**src/rtl/fp_to_int_if.sv**
```systemverilog
// Valid/ready handshake bundle for the float-to-integer converter.
// The master side (producer/consumer) drives requests; the slave side is the converter.
interface fp_to_int_if;
  logic        in_valid;
  logic        in_ready;
  logic [31:0] in_data;
  logic        out_valid;
  logic        out_ready;
  logic [31:0] out_data;
  logic        out_ovf;
  logic        out_inexact;

  modport master (
    output in_valid, in_data, out_ready,
    input  in_ready, out_valid, out_data, out_ovf, out_inexact
  );

  modport slave (
    input  in_valid, in_data, out_ready,
    output in_ready, out_valid, out_data, out_ovf, out_inexact
  );
endinterface

```
**src/rtl/fp_to_int.sv**
```systemverilog
// Iterative IEEE-754 single to signed 32-bit converter, truncating toward zero.
// The significand is denormalized into fixed point at most SHIFT_STEP bits per cycle.
module fp_to_int #(
  parameter int unsigned SHIFT_STEP = 4
) (
  input logic         clk,
  input logic         rst_n,
  fp_to_int_if.slave  bus
);

  localparam int unsigned DW = 32;
  localparam int unsigned CW = 5;

  localparam logic [1:0] S_IDLE  = 2'd0;
  localparam logic [1:0] S_ALIGN = 2'd1;
  localparam logic [1:0] S_SIGN  = 2'd2;
  localparam logic [1:0] S_DONE  = 2'd3;

  localparam logic [1:0] K_NORM = 2'd0;
  localparam logic [1:0] K_ZERO = 2'd1;
  localparam logic [1:0] K_SAT  = 2'd2;
  localparam logic [1:0] K_NAN  = 2'd3;

  logic [1:0]    r_state;
  logic [1:0]    w_state_nxt;
  logic          r_sign;
  logic          r_left;
  logic [1:0]    r_kind;
  logic          r_ovf;
  logic          r_sticky;
  logic [DW-1:0] r_mag;
  logic [CW-1:0] r_n_rem;
  logic          r_in_ready;
  logic          r_out_valid;
  logic [DW-1:0] r_out_data;
  logic          r_out_ovf;
  logic          r_out_inexact;

  logic          w_accept;
  logic [7:0]    w_e;
  logic [22:0]   w_mant;
  logic [1:0]    w_kind;
  logic          w_ovf;
  logic          w_inexact;
  logic          w_left;
  logic [CW-1:0] w_n;
  logic [CW-1:0] w_m;
  logic [DW-1:0] w_mask;
  logic [DW-1:0] w_mag_shift;
  logic [DW-1:0] w_result;

  assign w_accept = bus.in_valid && r_in_ready;
  assign w_e      = bus.in_data[30:23];
  assign w_mant   = bus.in_data[22:0];

  // Classify the incoming float and derive shift direction/count.
  always_comb begin
    w_kind    = K_NORM;
    w_ovf     = 1'b0;
    w_inexact = 1'b0;
    w_left    = 1'b0;
    w_n       = '0;
    if (w_e < 8'd127) begin
      w_kind    = K_ZERO;
      w_inexact = |bus.in_data[30:0];
    end else if (w_e == 8'hFF && |w_mant) begin
      w_kind = K_NAN;
      w_ovf  = 1'b1;
    end else if (bus.in_data == 32'hCF00_0000) begin
      w_kind = K_SAT;
    end else if (w_e >= 8'd158) begin
      w_kind = K_SAT;
      w_ovf  = 1'b1;
    end else if (w_e >= 8'd150) begin
      w_left = 1'b1;
      w_n    = CW'(w_e - 8'd150);
    end else begin
      w_n    = CW'(8'd150 - w_e);
    end
  end

  assign w_m         = (r_n_rem > CW'(SHIFT_STEP)) ? CW'(SHIFT_STEP) : r_n_rem;
  assign w_mask      = (DW'(1) << w_m) - DW'(1);
  assign w_mag_shift = r_left ? (r_mag << w_m) : (r_mag >> w_m);

  always_comb begin
    w_result = '0;
    case (r_kind)
      K_NORM:  w_result = r_sign ? (~r_mag + DW'(1)) : r_mag;
      K_SAT:   w_result = r_sign ? 32'h8000_0000 : 32'h7FFF_FFFF;
      K_NAN:   w_result = 32'h7FFF_FFFF;
      default: w_result = '0;
    endcase
  end

  always_ff @(posedge clk or negedge rst_n) begin
    if (!rst_n) r_state <= S_IDLE;
    else        r_state <= w_state_nxt;
  end

  always_comb begin
    w_state_nxt = r_state;
    case (r_state)
      S_IDLE: begin
        if (w_accept)
          w_state_nxt = (w_kind != K_NORM || w_n == '0) ? S_SIGN : S_ALIGN;
      end
      S_ALIGN: if (r_n_rem == w_m) w_state_nxt = S_SIGN;
      S_SIGN:  w_state_nxt = S_DONE;
      S_DONE:  if (bus.out_ready) w_state_nxt = S_IDLE;
      default: w_state_nxt = S_IDLE;
    endcase
  end

  // Datapath: capture on accept, shift in ALIGN, resolve sign and flags in SIGN.
  always_ff @(posedge clk or negedge rst_n) begin
    if (!rst_n) begin
      r_sign        <= 1'b0;
      r_left        <= 1'b0;
      r_kind        <= K_NORM;
      r_ovf         <= 1'b0;
      r_sticky      <= 1'b0;
      r_mag         <= '0;
      r_n_rem       <= '0;
      r_in_ready    <= 1'b1;
      r_out_valid   <= 1'b0;
      r_out_data    <= '0;
      r_out_ovf     <= 1'b0;
      r_out_inexact <= 1'b0;
    end else begin
      r_in_ready  <= (w_state_nxt == S_IDLE);
      r_out_valid <= (w_state_nxt == S_DONE);
      case (r_state)
        S_IDLE: begin
          if (w_accept) begin
            r_sign   <= bus.in_data[31];
            r_mag    <= {8'b0, |w_e, w_mant};
            r_n_rem  <= w_n;
            r_left   <= w_left;
            r_kind   <= w_kind;
            r_ovf    <= w_ovf;
            r_sticky <= w_inexact;
          end
        end
        S_ALIGN: begin
          r_mag   <= w_mag_shift;
          r_n_rem <= r_n_rem - w_m;
          if (!r_left) r_sticky <= r_sticky | (|(r_mag & w_mask));
        end
        S_SIGN: begin
          r_out_data    <= w_result;
          r_out_ovf     <= r_ovf;
          r_out_inexact <= r_sticky;
        end
        default: ;
      endcase
    end
  end

  assign bus.in_ready    = r_in_ready;
  assign bus.out_valid   = r_out_valid;
  assign bus.out_data    = r_out_data;
  assign bus.out_ovf     = r_out_ovf;
  assign bus.out_inexact = r_out_inexact;

endmodule

```
**src/flat_wrapper.sv**
```systemverilog
// flat-port wrapper written by rule: the top's interface ports become plain ports
module fp_to_int_flat 
#(
  parameter int unsigned SHIFT_STEP = 4
)
  (clk, rst_n, bus_in_valid, bus_in_data, bus_out_ready, bus_in_ready, bus_out_valid, bus_out_data, bus_out_ovf, bus_out_inexact);
  fp_to_int_if bus_i ();
  input logic clk;
  input logic rst_n;
  input wire logic [$bits(bus_i.in_valid)-1:0] bus_in_valid;
  input wire logic [$bits(bus_i.in_data)-1:0] bus_in_data;
  input wire logic [$bits(bus_i.out_ready)-1:0] bus_out_ready;
  output wire logic [$bits(bus_i.in_ready)-1:0] bus_in_ready;
  output wire logic [$bits(bus_i.out_valid)-1:0] bus_out_valid;
  output wire logic [$bits(bus_i.out_data)-1:0] bus_out_data;
  output wire logic [$bits(bus_i.out_ovf)-1:0] bus_out_ovf;
  output wire logic [$bits(bus_i.out_inexact)-1:0] bus_out_inexact;
  assign bus_i.in_valid = bus_in_valid;
  assign bus_i.in_data = bus_in_data;
  assign bus_i.out_ready = bus_out_ready;
  assign bus_in_ready = bus_i.in_ready;
  assign bus_out_valid = bus_i.out_valid;
  assign bus_out_data = bus_i.out_data;
  assign bus_out_ovf = bus_i.out_ovf;
  assign bus_out_inexact = bus_i.out_inexact;
  fp_to_int #(.SHIFT_STEP(SHIFT_STEP)) u_core (.clk(clk), .rst_n(rst_n), .bus(bus_i));
endmodule
```
**config.mk**
```make
export PLATFORM = sky130hd
export DESIGN_NAME = fp_to_int_flat
export DESIGN_NICKNAME = d
export VERILOG_FILES = /design/src/rtl/fp_to_int_if.sv /design/src/rtl/fp_to_int.sv /design/src/flat_wrapper.sv
export SDC_FILE = /design/constraint.sdc
export NUM_CORES = 1
export LEC_CHECK = 0
export BUFFER_PORTS_ARGS = -buffer_cell sky130_fd_sc_hd__buf_4
export CELL_PAD_IN_SITES_DETAIL_PLACEMENT = 1
export CELL_PAD_IN_SITES_GLOBAL_PLACEMENT = 1
export CORE_MARGIN = 8
export CORE_UTILIZATION = 30
export CTS_BUF_LIST = sky130_fd_sc_hd__clkbuf_16
export DETAILED_ROUTE_END_ITERATION = 10
export GPL_TIMING_DRIVEN = 0
export PLACE_DENSITY = 0.62
export REMOVE_ABC_BUFFERS = 1
export SLEW_MARGIN = 15
export SYNTH_ARGS = -nofsm -noshare
export SYNTH_HDL_FRONTEND = slang
export SYNTH_SLANG_ARGS = --single-unit
```
**constraint.sdc**
```tcl
create_clock -name clk -period 3 [get_ports clk]
set_input_delay 0.6 -clock clk [delete_from_list [all_inputs] [get_ports clk]]
set_output_delay 0.6 -clock clk [all_outputs]
set_load 0.01 [all_outputs]
```
==> results of run 1 <==
-- how the worst max path moves through the flow --
stage,slack [ns],cells past startpoint,endpoint
after CTS,0.11,7,u_core.r_mag[0]$_DFFE_PN0P_
after global placement,-6.05,4,u_core.r_mag[18]$_DFFE_PN0P_
final,0.07,5,u_core.r_mag[25]$_DFFE_PN0P_
after floorplan,-2.72,4,u_core.r_mag[18]$_DFFE_PN0P_
after global routing,0.02,5,u_core.r_mag[18]$_DFFE_PN0P_
after detailed placement,-0.64,5,u_core.r_mag[3]$_DFFE_PN0P_
-- through the flow --
stage / cell area [um^2] / power [uW]
after global placement: 7620 / 7980
after CTS: 8170 / 9390
after detailed placement: 7870 / 8220
after global routing: 8200 / 10100
final: 8200 / 9440
after floorplan: 6690 / 5830
-- kinds of logic (layout without fill, tap and decap cells) --
logic type                 Yosys count  after routing  synth area share (%)
buffers and inverters              126            123                  6.70
xor gates and xnor gates            16             16                  1.98
muxes                               63             63                  9.56
DFF                                 81             81                  28.6
adders and majority gates            8              8                  1.41
AOI/OAI and AO/OA                  278            278                  27.3
and+or+nand+nor                    359            359                  24.4
other                                1              1                0.0530
-- where the power goes --
| part | internal, uW | leakage [uW] | switching, uW |
|---|---|---|---|
| Combinational | 2190 | 0.00197 | 3220 |
| Clock | 561 | 0.000129 | 529 |
| Sequential | 1620 | 0.000966 | 1310 |
-- cell usage in the layout, fill, tap and decap left out, drive strengths merged, types with 4 or more instances in the layout --
cell type and n:
nor2 75, a22oi 7, dfrtp 80, clkbuf 9, o22ai 20, nand4 9, nand3 33, a221oi 9
o31ai 8, o21a 5, or4 11, a21oi 49, nand2 120, buf 86, and3 10, ha 8
a2111o 5, o21ai 52, a31oi 12, a211oi 10, mux2 7, o211ai 23, o2111ai 17, clkinv 4
a2111oi 4, xor2 4, inv 21, a211o 4, a221o 8, o221ai 4, a21o 7, mux2i 53
xnor2 12, o41ai 5, a21boi 5, nand2b 7, nor3 41, a41oi 5, or3 8, nor4 21
-- sequential cells by signal, indices dropped and copies added (netlist names), 2 cells and up --
register	flops
u_core.r_state	2
u_core.r_kind	2
u_core.r_n_rem	5
u_core.r_mag	32
u_core.bus.out_data	32
-- repair_timing --
item | 4_1_cts | 5_1_grt
pin swaps | 0 | 1
endpoints found under the hold margin | 0 | 0
hold buffers | 0 | 0
resized for setup | 8 | 5
setup endpoints to repair | 21 | 4
-- critical path: stages, from the launching register on --
cell      delay, ns
dfrtp_1        0.54
or3_2          0.88
nor2_2         0.69
o2111a_1       0.32
a41oi_1        0.05
a32o_1         0.31
-- per-layer routing --
layer | routed length, um | part of all wire [%] | vias up
li1 | - | - | 3493
met1 | 13400 | 46 | 3843
met2 | 13200 | 46 | 252
met3 | 1590 | 5.5 | 37
met4 | 620 | 2.1 | 0
met5 | 0 | 0 | -
-- area by class of cell --
| type | instances | share of cell area, % |
|---|---|---|
| repair buffers | 86 | 8.73 |
| well taps | 319 | 4.87 |
| multi-input cells | 725 | 57.3 |
| clock inverters | 7 | 0.595 |
| flip-flops and latches | 81 | 24.8 |
| clock buffers | 9 | 2.75 |
| inverters | 21 | 0.962 |
==> metrics, run 1 <==
critical setup path kind=flip-flop to flip-flop; Num CTS Buffers=9; final worst path period share=~100%; cells on worst reg2reg path=5; FMAX=approximately 340 MHz; register area share after synthesis=28.6%; Multi-input gate area=around 4700 um^2; max-capacitance violation count=0; # nets final=968; core area=23300 um^2; met2 Use GR=between 30% and 40%; clock latency on the worst-skew pair=between 0.3 and 0.4 ns; Post-synth EDFFs=0; Pwr Density=~1200 nW/um^2; Routed Antenna Nets=0; dpl ws=-0.637 ns; global routing met3 resource utilization=between 2 and 3%; Worst R2R Setup Slack=0.07 ns; Synth Area per Inst=about 7.6 um^2; setup TNS=0 ns; largest net degree at the start of global routing=between 80 and 90; clock skew=0.00651 ns; Post-Syn Area=between 7000 and 8000 um^2; area delta synth->final=15.8%; CP max FO=30; count leader, synth=nand2_1; first-pass GRT wire length=between 40000 and 50000 um; Final Hold Fails=0; synthesized flop and latch total=approximately 80; Synth Flop Type=dfrtp_1; worst endpoint required time=3.24 ns; WHS=roughly 0.33 ns; post-synth cell types=70; Slew HR=about a quarter; Die H=approximately 170 um; Vias/cell=slightly above 6; DP HPWL=around 20000 um; share of the synthesized area in the top cell type=between 20% and 30%; Die ar.=about 29000 um^2; gr usage total=between 20% and 30%; status=finished, final reports clean; FF+latch area=2030 um^2; initial cell density of the core=between 30% and 40%; fin. max-slew vios=0; Max Root-Sink Buffers=2; Root Driver=clkbuf_16; Async S/R FF share, synth=100%; leakage power=between 0.003 and 0.004 uW; drt wl/cell=between 20 and 25 um; fin cells=roughly 1200; ANT cells=0; CP endpoint kind=flip-flop; worst slew pin tran=between 1 and 1.5 ns; FP Rows=56; GRT Residual Overflow=0; Tightest Hold Check Type=primary input to asynchronous set/reset pin; GR peak layer=met2; met1 usage=27.8%; Final setup viols=0; CTS sink cnt=slightly above 80; RD Place Congestion=around 0.83; fin worst setup slack=0.0726 ns; worst r2r src=u_core.r_n_rem[3]$_DFFE_PN0P_; Pre-Repair DR Iteration Count=7; Vias=roughly 7600; reg2reg end=u_core.r_mag[25]$_DFFE_PN0P_; Synth area leaders=dfrtp_1 (28%), mux2i_1 (7.5%), nand2_1 (6.4%), clkbuf_1 (4.8%), nor2_1 (4.0%); RSZ-0062 raised after global routing=false; # IOs=between 70 and 80; die width=around 170 um; Worst-path clk slew=around 0.07 ns; VDD IR-drop max=approximately 0.64 mV; Final Util=a little over a third; initial antenna violation count=0; Arr. time, crit path=between 3 and 4 ns; Synth warnings=0; WL final=~29000 um; Post-route DRC=0; Post-Place Cells=1232; Clock H-tree levels=3; Setup crit start kind=flip-flop; post-CTS setup buffers=0; Buffers on Ports=71; drt initial violations=610; Yosys top cell by area=dfrtp_1; vias in the first global route=just under 8000; Final Critical Period=2.93 ns; Syn Inst Count=roughly 930; Post-synth top cells=nand2_1 (120), clkbuf_1 (91), dfrtp_1 (80); Setup crit start=u_core.r_n_rem[3]$_DFFE_PN0P_; CTS tree=built; share of layout cells above drive strength 1=between 10% and 20%; Fillers=2812
Power figures use the tool's default switching activity.
==> run 2, diff against run 1 <==
ABC_AREA = 1   (was unset)
PLACE_DENSITY = 0.64   (was 0.62)
==> run 2 against run 1 <==
  * Die area fell by 3.6%
  * Sequential power fell by 20%
  * Cell area fell by 3.8%
  * Highest routed layer unchanged
==> metrics, run 2 <==
CP cell instances=inv_1 > nor2_4 > inv_2 > nor2_4 > inv_1 > o21ai_1 > nor2_1 > nand2_1 > o21ai_1; WP depth=9; Clock H-tree levels=3; Worst R2R Setup Slack=0.20 ns; register area share after synthesis=approximately 30%; Worst Path Buf+Inv=3; DP HPWL=19800 um; max-capacitance violation count=0; initial antenna violation count=0; critical setup path kind=flip-flop to flip-flop; RD Place Congestion=about 0.86; worst slew pin tran=just over 0.9 ns; Pwr Density=1170 nW/um^2; vias in the first global route=roughly 7900; GRT Residual Overflow=0; area delta synth->final=16.0%; Post-route DRC=0; Root Driver=clkbuf_16; Synth Area per Inst=between 6 and 7 um^2; Setup crit start kind=flip-flop; largest net degree at the start of global routing=slightly above 80; RSZ-0062 raised after global routing=false; status=finished, final reports clean; WL final=about 28000 um; post-synth cell types=43; Post-Synth Simple-Gate Area=a little under two fifths; Slew HR=approximately 40%; Die H=~170 um; Post-synth top cells=nand2_1 (318), nor2_1 (110), inv_1 (99); count leader, synth=nand2_1; share of layout cells above drive strength 1=12.0%; Die ar.=27700 um^2; fin. max-slew vios=0; Multi-input gate area=roughly 4200 um^2; Async S/R FF share, synth=100%; drt initial violations=439; Worst Setup EP=u_core.r_mag[1]$_DFFE_PN0P_; synthesized flop and latch total=81; Synth Area in XOR/XNOR=0.644%; Worst path max stage delay=roughly 0.48 ns; initial cell density of the core=30.3%; share of the synthesized area in the top cell type=between 20 and 30%; Synth area leaders=dfrtp_1 (29%), nand2_1 (18%), nand3_1 (6.3%), nor2_1 (6.1%), inv_1 (5.5%); FMAX=about 360 MHz; die width=roughly 170 um; final worst path period share=between 90% and 100%; first-pass GRT wire length=roughly 45000 um; Setup crit start=u_core.r_state[0]$_DFF_PN0_; Worst-path clk slew=about 0.070 ns; GR peak layer=met2; reg2reg end=u_core.r_mag[1]$_DFFE_PN0P_; Routed Antenna Nets=0; family with the most delay on the worst path=simple AND/OR/NAND/NOR gates; Pre-Repair DR Iteration Count=5; Vias/cell=around 5.5; Synth Area in Compound Gates=21.5%; most frequent cells in the layout=nand2_1 (318), nor2_1 (107), inv_1 (99); Fillers=between 2000 and 3000; Post-synth EDFFs=0; worst endpoint required time=3.24 ns; CTS tree=built; leakage power=0.00355 uW; Synth warnings=0; met2 Use GR=roughly 33%; Tightest Hold Check Type=primary input to asynchronous set/reset pin; FP Rows=55; Post-Syn Area=6800 um^2; global routing met3 resource utilization=under 10%; WHS=0.333 ns; worst r2r src=u_core.r_state[0]$_DFF_PN0_; Vias=7709; Tot Pwr=~9200 uW; Buffers on Ports=71; clock latency on the worst-skew pair=roughly 0.36 ns; Final setup viols=0; CTS sink cnt=81; ANT cells=0; # IOs=72; Final Critical Period=2.80 ns; cells on worst reg2reg path=9; gr usage total=around a fifth; Yosys top cell by area=dfrtp_1; setup TNS=0 ns; VDD IR-drop max=0.503 mV; critical path's slowest cell=nor2_4; commonest non-fill, non-tap cell in the layout=nand2_1; CP max FO=19; FF+latch area=2030 um^2; Num CTS Buffers=9; clock skew=0.00670 ns; drt wl/cell=19.9 um; proportion of synthesized area in mux cells=0%; met1 usage=between 20% and 30%; # nets final=between 1000 and 1500; CP endpoint kind=flip-flop; Synth Flop Type=dfrtp_1; Syn Inst Count=about 1100; post-synthesis adder-cell area fraction=~1.5%; Final Hold Fails=0; core area=between 20000 and 25000 um^2; main combinational cell family by area after synthesis=simple AND/OR/NAND/NOR gates; Max Root-Sink Buffers=2; hold_buf cts=0; Arr. time, crit path=3.04 ns
==> run 2: cell types whose count changed in the layout (fill, tap and decap cells not counted), sizes merged, moves of 11 or more <==
cell   previous run  this run
a21oi            49        72
o21ai            52        99
nor4             21         3
or4              11         0
nand2           120       321
xnor2            12         0
inv              21       105
nand4             9        33
nand3            33        87
nor2             75       125
mux2i            53         0
o22ai            20         5
nor3             41         8
==> run 2: area by class of cell <==
type	instances	area share, %
multi-input combinational	841	52.9
sequential	81	25.7
timing repair buffer	77	8.30
inverter	106	5.09
tap	285	4.52
clock buffer	9	2.86
clock inverter	7	0.492
timing repair inverter	1	0.0635
==> run 2: cell families after synthesis <==
group / after synthesis
adders and majority gates: 8
and+or+nand+nor: 582
xor gates and xnor gates: 5
DFF: 81
AOI/OAI and AO/OA: 243
other: 1
buffers and inverters: 159
==> run 2: per-layer routing <==
metal  vias to the layer above  routed length, um
li1                       3692                  -
met1                      3799              13100
met2                       191              12900
met3                        27               1200
met4                         0                731
met5                         -                  0
==> run 2: power breakdown <==
group,switching [uW],internal [uW],total [uW]
clock network,514,552,1070
logic,3870,1960,5830
registers,704,1630,2340
total,5090,4140,9230
==> run 2: stage by stage <==
step / utilization, % / instances / worst slack, ns / instance area [um^2]
after floorplan: - / 1026 / 0.339 / 6530
after CTS: 35.1 / 1407 / 0.00271 / 7870
after global placement: 33.1 / 1382 / -1.65 / 7420
final: 35.2 / 1407 / 0.196 / 7890
after detailed placement: 33.7 / 1386 / -1.49 / 7550
after global routing: 35.2 / 1407 / 0.0318 / 7890
==> run 2: what timing repair did <==
| item | CTS | global route |
|---|---|---|
| setup buffers | 2 | 0 |
| gates cloned | 3 | 0 |
| resized for setup | 5 | 2 |
| pin swaps | 2 | 0 |
| setup endpoints to repair | 65 | 11 |
==> run 2: worst min path at each step <==
| stage | from | cells past startpoint | slack, ns | to |
|---|---|---|---|---|
| after floorplan | rst_n | 0 | 0.30 | u_core.bus.out_data[0]$_DFFE_PN0N_ |
| after global placement | u_core.bus.out_inexact$_DFFE_PN0N_ | 2 | 0.46 | u_core.bus.out_inexact$_DFFE_PN0N_ |
| after detailed placement | u_core.bus.out_ovf$_DFFE_PN0N_ | 2 | 0.47 | u_core.bus.out_ovf$_DFFE_PN0N_ |
| after CTS | bus_out_ready | 2 | 0.46 | u_core.bus.out_valid$_DFF_PN0_ |
| after global routing | rst_n | 1 | 0.40 | u_core.bus.out_data[8]$_DFFE_PN0N_ |
| final | rst_n | 1 | 0.33 | u_core.bus.out_data[8]$_DFFE_PN0N_ |
